**src/rtl/syn_current_integrator.sv**
```systemverilog
// Exponentially decaying current-based synapse: one shared saturating adder walks the
// latched spike vector once per tick. Optional build macro: SYN_ZERO_SKIP_EN (visit set bits only).
module syn_current_integrator #(
  parameter int N_IN  = 8,
  parameter int W     = 16,
  parameter int Q     = 8,
  parameter int TAU_A = 230,  // FX(0.90) in Q8
  parameter int AW    = (N_IN > 1) ? $clog2(N_IN) : 1
) (
  input  logic            clk,
  input  logic            rst,
  input  logic            tick,
  input  logic [N_IN-1:0] spikes_in,
  input  logic            wr_en,
  input  logic [AW-1:0]   wr_addr,
  input  logic [W-1:0]    wr_data,
  output logic            busy,
  output logic [W-1:0]    i_out,
  output logic            i_valid,
  output logic            overrun
);
  localparam logic [1:0] S_IDLE  = 2'd0;
  localparam logic [1:0] S_DECAY = 2'd1;
  localparam logic [1:0] S_ACCUM = 2'd2;
  localparam logic [1:0] S_DONE  = 2'd3;

  localparam logic signed [W-1:0]   FX_MAX = {1'b0, {(W-1){1'b1}}};
  localparam logic signed [W-1:0]   FX_MIN = {1'b1, {(W-1){1'b0}}};
  localparam logic signed [2*W-1:0] MAX2   = {{W{1'b0}}, FX_MAX};
  localparam logic signed [2*W-1:0] MIN2   = {{W{1'b1}}, FX_MIN};
  localparam logic signed [W-1:0]   TAU_W  = W'(TAU_A);

  logic [1:0]            state;
  logic [N_IN-1:0]       spk_q;
  logic signed [W-1:0]   acc;
  logic signed [W-1:0]   weight [N_IN];
  logic [AW-1:0]         rd_idx;
  logic                  add_en;
  logic                  addr_ok;

  logic signed [2*W-1:0] prod, prod_sh;
  logic signed [W-1:0]   decay_sat;
  logic signed [W-1:0]   w_rd;
  logic signed [W:0]     sum;
  logic signed [W-1:0]   sum_sat;

  assign busy = (state != S_IDLE);

  generate
    if ((2 ** AW) == N_IN) begin : g_addr_full
      assign addr_ok = 1'b1;
    end else begin : g_addr_cmp
      localparam logic [AW:0] N_IN_V = (AW+1)'(N_IN);
      assign addr_ok = ({1'b0, wr_addr} < N_IN_V);
    end
  endgenerate

  // Full-width product, floor shift, then clamp back into W bits.
  assign prod      = TAU_W * $signed(i_out);
  assign prod_sh   = prod >>> Q;
  assign decay_sat = (prod_sh > MAX2) ? FX_MAX :
                     (prod_sh < MIN2) ? FX_MIN : prod_sh[W-1:0];

  assign w_rd    = weight[rd_idx];
  assign sum     = {acc[W-1], acc} + {w_rd[W-1], w_rd};
  assign sum_sat = (sum[W] != sum[W-1]) ? (sum[W] ? FX_MIN : FX_MAX) : sum[W-1:0];

`ifdef SYN_ZERO_SKIP_EN
  logic [AW-1:0]   pick;
  logic [N_IN-1:0] spk_rest;

  // Lowest set bit wins; each visited bit is cleared so the walk ends when spk_q empties.
  always_comb begin
    pick = '0;
    for (int i = N_IN - 1; i >= 0; i--)
      if (spk_q[i]) pick = AW'(i);
  end
  assign spk_rest = spk_q & ~(N_IN'(1) << pick);
  assign rd_idx   = pick;
  assign add_en   = 1'b1;
`else
  localparam logic [AW-1:0] LAST = AW'(N_IN - 1);
  logic [AW-1:0] idx;
  assign rd_idx = idx;
  assign add_en = spk_q[idx];
`endif

  always_ff @(posedge clk) begin
    if (rst) begin
      state   <= S_IDLE;
      spk_q   <= '0;
      acc     <= '0;
      i_out   <= '0;
      i_valid <= 1'b0;
      overrun <= 1'b0;
`ifndef SYN_ZERO_SKIP_EN
      idx     <= '0;
`endif
      for (int k = 0; k < N_IN; k++) weight[k] <= '0;
    end else begin
      i_valid <= 1'b0;
      if (tick && busy) overrun <= 1'b1;
      // ACCUM reads the pre-write value when a write hits the same index.
      if (wr_en && addr_ok) weight[wr_addr] <= wr_data;
      case (state)
        S_IDLE: begin
          if (tick) begin
            spk_q <= spikes_in;
`ifndef SYN_ZERO_SKIP_EN
            idx   <= '0;
`endif
            state <= S_DECAY;
          end
        end
        S_DECAY: begin
          acc <= decay_sat;
`ifdef SYN_ZERO_SKIP_EN
          state <= (spk_q == '0) ? S_DONE : S_ACCUM;
`else
          state <= S_ACCUM;
`endif
        end
        S_ACCUM: begin
          if (add_en) acc <= sum_sat;
`ifdef SYN_ZERO_SKIP_EN
          spk_q <= spk_rest;
          if (spk_rest == '0) state <= S_DONE;
`else
          idx <= idx + 1'b1;
          if (idx == LAST) state <= S_DONE;
`endif
        end
        S_DONE: begin
          i_out   <= acc;
          i_valid <= 1'b1;
          state   <= S_IDLE;
        end
        default: state <= S_IDLE;
      endcase
    end
  end
endmodule

```
**config.mk**
```make
export PLATFORM = sky130hd
export DESIGN_NAME = syn_current_integrator
export DESIGN_NICKNAME = d
export VERILOG_FILES = /design/src/rtl/syn_current_integrator.sv
export SDC_FILE = /design/constraint.sdc
export NUM_CORES = 1
export LEC_CHECK = 0
export CAP_MARGIN = 20
export CORE_MARGIN = 5
export CORE_UTILIZATION = 40
export CTS_CLUSTER_DIAMETER = 50
export CTS_CLUSTER_SIZE = 14
export DETAILED_ROUTE_END_ITERATION = 8
export SYNTH_ARGS = -nofsm -noshare
export SYNTH_HDL_FRONTEND = slang
export SYNTH_SLANG_ARGS = --single-unit
export TNS_END_PERCENT = 5
```
**constraint.sdc**
```tcl
create_clock -name clk -period 4.05 [get_ports clk]
set_input_delay 0.6075 -clock clk [delete_from_list [all_inputs] [get_ports clk]]
set_output_delay 0.6075 -clock clk [all_outputs]
set_load 0.1 [all_outputs]
```
==> After elaboration in Yosys (flattened, before gate mapping) <==
Memory sizes are Yosys's and may differ from the RTL's. A register that Yosys moved wholly into a read port is not among the register bits.
Cells that the tools add are included.
{ "totals": {"regBits": 47, "mem_bits_rw": 128, "output_inout_bits": 19, "word_cells": 56, "mem_count": 1} }
{ "mem_list": {"columns": ["memory", "depth", "word_bits", "rd", "rd_clocked_by_memory_dff", "wr", "line_no", "rtl"], "rows": [
  ["weight", 8, 16, 1, 1, 8, "36", "logic signed [W-1:0] weight [N_IN];"]
]} }
{ "op_classes": {"addsub": 2, "multipliers": 1, "n_lt_le_gt_ge": 3, "n_eq_ne": 8, "mux": 24, "n_reduce_logical": 10} }
{ "ops": {"columns": ["cell", "n"], "rows": [
  ["$mux 16", 6],
  ["$pmux 16 s2", 1],
  ["$mul 8x16->24 const A", 1],
  ["$add 16x16->17", 1],
  ["$gt 17x16->1 const B", 1],
  ["$lt 17x16->1 const B", 1],
  ["$reduce_or 16->1", 1],
  ["$mux 3", 4],
  ["$mux 1", 8],
  ["$pmux 2 s4", 1],
  ["$reduce_and 2->1", 4],
  ["$ne 2x2->1 const B", 3],
  ["$pmux 3 s2", 1],
  ["$reduce_bool 2->1", 3],
  ["$eq 2x2->1 const B", 2],
  ["$lt 3x4->1 const B", 1],
  ["$mux 2", 2],
  ["$add 3x1->3 const B", 1],
  ["$bmux 1 s3", 1],
  ["$eq 3x3->1 const B", 1],
  ["$eq 2x1->1 const B", 1],
  ["$logic_not 2->1", 1],
  ["$logic_and 1x1->1", 1],
  ["$ne 1x1->1", 1]
]} }

==> Depth between registers and ports, before layout <==
{ "logic_depth": {"word_depth": 5, "mapped_depth": 19, "mapped_depth_nobuf": 17} }

==> Worst setup path after synthesis <==
Ideal clock, no wire load.
{ "synth_path": {"path_type": "register to register", "start": "register i_out[7]", "end": "register acc[10]", "arrival_time_ns": 5.118, "t_required_ns": 3.933, "setup_slack_ns": -1.186, "stages_incl_launch_ff": 16, "n_path_buf": 0, "cell_sequence": "dfxtp_1 > ha_1 > fa_1 > inv_1 > fa_1 > fa_1 > inv_1 > ha_1 > a21o_1 > a21o_1 > a21o_1 > a2111o_1 > and3_4 > o21a_1 > a211o_1 > a32o_1"} }
{ "synth_between": {"elab_chain_cells": 5} }
{ "synth_lines": {"columns": ["element", "line_no", "rtl"], "rows": [
  ["start: declaration", "18", "output logic [W-1:0] i_out,"],
  ["start signal: assignment", "93", "i_out <= '0;"],
  ["start signal: assignment", "134", "i_out <= acc;"],
  ["$mul 8x16->24 *", "59", "assign prod = TAU_W * $signed(i_out);"],
  ["$lt 17x16->1", "62", "(prod_sh < MIN2) ? FX_MIN : prod_sh[W-1:0];"],
  ["$mux 16", "62", null],
  ["$mux 16 *", "61", "assign decay_sat = (prod_sh > MAX2) ? FX_MAX :"],
  ["$pmux 16 s2 *", "105", "case (state)"],
  ["end signal: assignment", "116", "acc <= decay_sat;"],
  ["end signal: assignment", "124", "if (add_en) acc <= sum_sat;"],
  ["end: declaration", "35", "logic signed [W-1:0] acc;"]
]} }
Mark *: on every way between the ends. The rest lies on a longest branch, timed or not.
A chain may end at the register's enable or synchronous reset.

==> Final worst setup path <==
{ "layout_path": {"start": "register i_out[8]", "end": "register acc[10]"} }
The elaborated chain is that of the path after synthesis.

==> run_results.csv <==
group,metric,value,unit
synthesis,synth.top_cell.area_share,34.8,%
detailed_routing,vias,7428,
clock_network,clkSinkCount,178,
worst_setup_path,worst-path-buf-inv,3,
synthesis,synth_edf_count,128,
synthesis,synth_top_family_by_area,"adder cells",
status,status,"finished, violations left",
global_routing,grt_pass1_vias,7879,
synthesis,synthDistinctLibCells,62,
timing,clock_skew,0.0252,ns
layout,area_delta_synth_final,23.0,%
timing,rsz0062_at_grt,"yes",
pwr,leakage,0.00533,uW
timing,setup_viol,16,
worst_setup_path,crit_required,4.37,ns
global_routing,grt-ovfl-total,0,
synthesis,postSynthAreaPerCell,11.7,um2
layout,multi_input_area,0.00594,mm2
global_routing,grt_max_degree,44,
timing,period_share,106,%
worst_setup_path,criticalPathCategory,"reg2reg",
detailed_routing,drt-wirelength-per-cell,18.1,um
detailed_routing,wl,26600,um
placement,port_buffers,49,
placement,hpwl,19100,um
synthesis,syn_inst,947,
placement,place_congestion,0.849,
synthesis,ys_ff_latch,178,
detailed_routing,drtIter0Drc,423,
clock_network,clock_path_buffers,2,
timing,fmax,233,MHz
layout,nNetsFinal,1225,
layout,n_antenna_cell,0,
floorplanning,io_pins,50,
synthesis,ys_top_cells_by_area,"edfxtp_1 35%, dfxtp_1 9.1%, ha_1 8.0%, and2_1 7.6%, fa_1 7.1%",
timing,relSlewSlack,34.0,%
detailed_routing,drc,0,
floorplanning,die_w,176,um
worst_setup_path,slowest_stage,"fa_1",
clock_network,cts_max_level,4,
global_routing,grt_usage,17.8,%
floorplanning,dieArea,0.0311,mm2
synthesis,synthFlopType,"edfxtp_1",
timing,tightest_slew,0.987,ns
synthesis,synth.cell_area,0.0111,mm2
clock_network,cts_tree,"built",
worst_setup_path,critPathMaxStageDelay,0.52,ns
synthesis,synthArstFlopShare,0,%
synthesis,synth.net_count,1088,
worst_setup_path,worstPathArrival,4.61,ns
synthesis,yosysWarnings,0,
placement,preCtsSetupSlack,-0.330,ns
clock_network,cts-root-buf,"clkbuf_16",
clock_network,numCtsBuffers,17,
detailed_routing,vias_per_cell,5.06,
pwr,pwr_density_cell,370,mW/mm2
min_path,worstHoldPathType,"reg2reg",
pwr,vdd_drop_max,0.231,mV
floorplanning,initial_utilization,40.8,%
floorplanning,rows,60,
timing,finalSetupTns,-3.03,ns
layout,fillers,2438,
synthesis,synth-compound-area-share,9.88,%
synthesis,synthAdderAreaFrac,15.1,%
status,violations,"setup timing",
clock_network,postCtsSetupBuffers,0,
detailed_routing,final_antenna_net_count,0,
floorplanning,fp.dieH,176,um
clock_network,path_clk_slew,0.08,ns
worst_setup_path,path_delay_family,"adder cells",
synthesis,synth_xor_area_share,2.85,%
worst_setup_path,crit_path_max_fanout,4,
global_routing,grt_antenna_before_repair,0,
layout,drive_gt1_share,23.3,%
timing,finalMaxSlewViolations,0,
synthesis,yosysTopAreaCell,"edfxtp_1",
synthesis,ys_seq_area_share,43.8,%
flow_run,drv_cap,0,
timing,fin_ws,-0.243,ns
clock_network,clkLatencyLatePin,0.44,ns
synthesis,synth.area.mux_share,10.2,%
worst_setup_path,cp-end-kind,"register",
layout,seqCellArea,0.00490,mm2
worst_setup_path,crit_path_start_kind,"register",
floorplanning,coreArea,0.0271,mm2
detailed_routing,dr.pass1.iters,5,
timing,final-hold-violation-count,0,
synthesis,synth_simple_gate_area_share,13.4,%
clock_network,cts_hold_buf,0,
global_routing,grt_pass1_wl,43000,um
timing,min_period,4.29,ns
worst_setup_path,path_cells,"ha_4 > fa_1 > inv_1 > fa_1 > fa_1 > inv_1 > ha_1 > inv_1 > nor3_2 > o31ai_1 > a21o_1 > or3b_4 > o21a_1 > a211o_1 > a32o_1",
[state kept, by name, summed over array words and instances (netlist names), named ones only]
| signal | count |
|---|---|
| idx | 3 |
| state | 2 |
| spk_q | 8 |
| i_valid | 1 |
| acc | 16 |
| i_out | 16 |
| weight | 128 |
| overrun | 1 |
[stage by stage]
step                hold WS (ns)  util [%]  cells  area [um2]  power (uW)
floorplan                  0.433         -    947       11300        3000
global placement           0.446      47.7   1437       12900        3340
detailed placement         0.454      47.7   1437       12900        3360
CTS                        0.465      50.0   1469       13600        5070
global route               0.480      50.2   1469       13600        5270
finish                     0.458      50.2   1469       13600        5030
[area by class of cell]
type,count,share of cell area [%]
Multi-Input combinational cell,635,43.7
Clock buffer,17,3.13
Inverter,100,2.76
Timing Repair Buffer,152,9.63
Clock inverter,15,1.30
Tap cell,372,3.42
Sequential cell,178,36.1
[kinds of logic (layout without fill, tap and decap cells)]
kind of cell,Yosys count,after routing
xor gates and xnor gates,36,36
adders and majority gates,110,110
buffers and inverters,134,284
AOI/OAI and AO/OA,151,151
DFF,178,178
and+or+nand+nor,270,270
muxes,68,68
[worst paths after layout]
path / from / endpoint / slack, ns / cells after the start
worst min-delay path: spk_q[3] / spk_q[3] / 0.46 / 2
worst min register to register: spk_q[3] / spk_q[3] / 0.46 / 2
worst max register to register: i_out[8] / acc[10] / -0.24 / 15
worst max-delay path: i_out[8] / acc[10] / -0.24 / 15
[worst register-to-register path, cell delays in order (launching register included)]
cell,delay (ns)
dfxtp_4,0.37
ha_4,0.25
fa_1,0.50
inv_1,0.05
fa_1,0.48
fa_1,0.52
inv_1,0.04
ha_1,0.34
inv_1,0.07
nor3_2,0.20
o31ai_1,0.11
a21o_1,0.20
or3b_4,0.40
o21a_1,0.14
a211o_1,0.26
a32o_1,0.23
[Yosys cell counts, types with 2 or more instances]
library cell,instances
clkbuf_1,23
mux4_2,34
inv_1,100
o31a_1,2
a211oi_1,2
o211ai_1,19
buf_2,3
a32oi_1,2
o21bai_1,4
mux2i_1,18
o21a_1,5
or2_2,11
or3_1,3
and3_1,3
and2_1,135
buf_4,2
o21ai_1,5
xor2_1,17
nand2_1,33
buf_1,4
nand2b_1,9
o21ai_0,23
a21oi_1,45
xnor2_1,19
nor3_1,9
edfxtp_1,128
nor2_1,43
nand4_1,4
fa_1,39
dfxtp_1,50
mux2_2,16
a32o_1,13
a211oi_2,4
nand3_1,13
a21o_1,9
ha_1,71
a31oi_1,2
[cell usage in the layout, fill, tap and decap left out, types with 11 or more instances in the layout]
master | synthesis | layout
a32o_1 | 13 | 13
o211ai_1 | 19 | 19
xnor2_1 | 19 | 19
ha_4 | 0 | 14
xor2_1 | 17 | 17
ha_1 | 71 | 56
o21ai_0 | 23 | 22
or2_2 | 11 | 11
and2_1 | 135 | 135
clkdlybuf4s50_1 | 0 | 48
inv_1 | 100 | 97
a21oi_1 | 45 | 42
mux4_2 | 34 | 34
mux2_2 | 16 | 16
edfxtp_1 | 128 | 128
dfxtp_4 | 0 | 14
nand3_1 | 13 | 13
nor2_1 | 43 | 43
fa_1 | 39 | 39
mux2i_1 | 18 | 18
buf_4 | 2 | 99
dfxtp_1 | 50 | 33
clkbuf_16 | 0 | 17
nand2_1 | 33 | 31
[metal layers]
metal,wire [um],GRT usage (%)
met3,1010,3.23
met2,13000,30.4
met1,12200,23.6
met4,310,4.22
met5,0,0
[power by group]
group	switching (uW)	internal [uW]
Clock	877	842
Sequential	81.8	2080
Combinational	672	486
[what timing repair did]
action / CTS / global route
resized for setup: 8 / 5
endpoints found under the setup margin: 16 / 16
pin swaps: 10 / 14
Note: power is estimated with default switching activity, not from simulation.
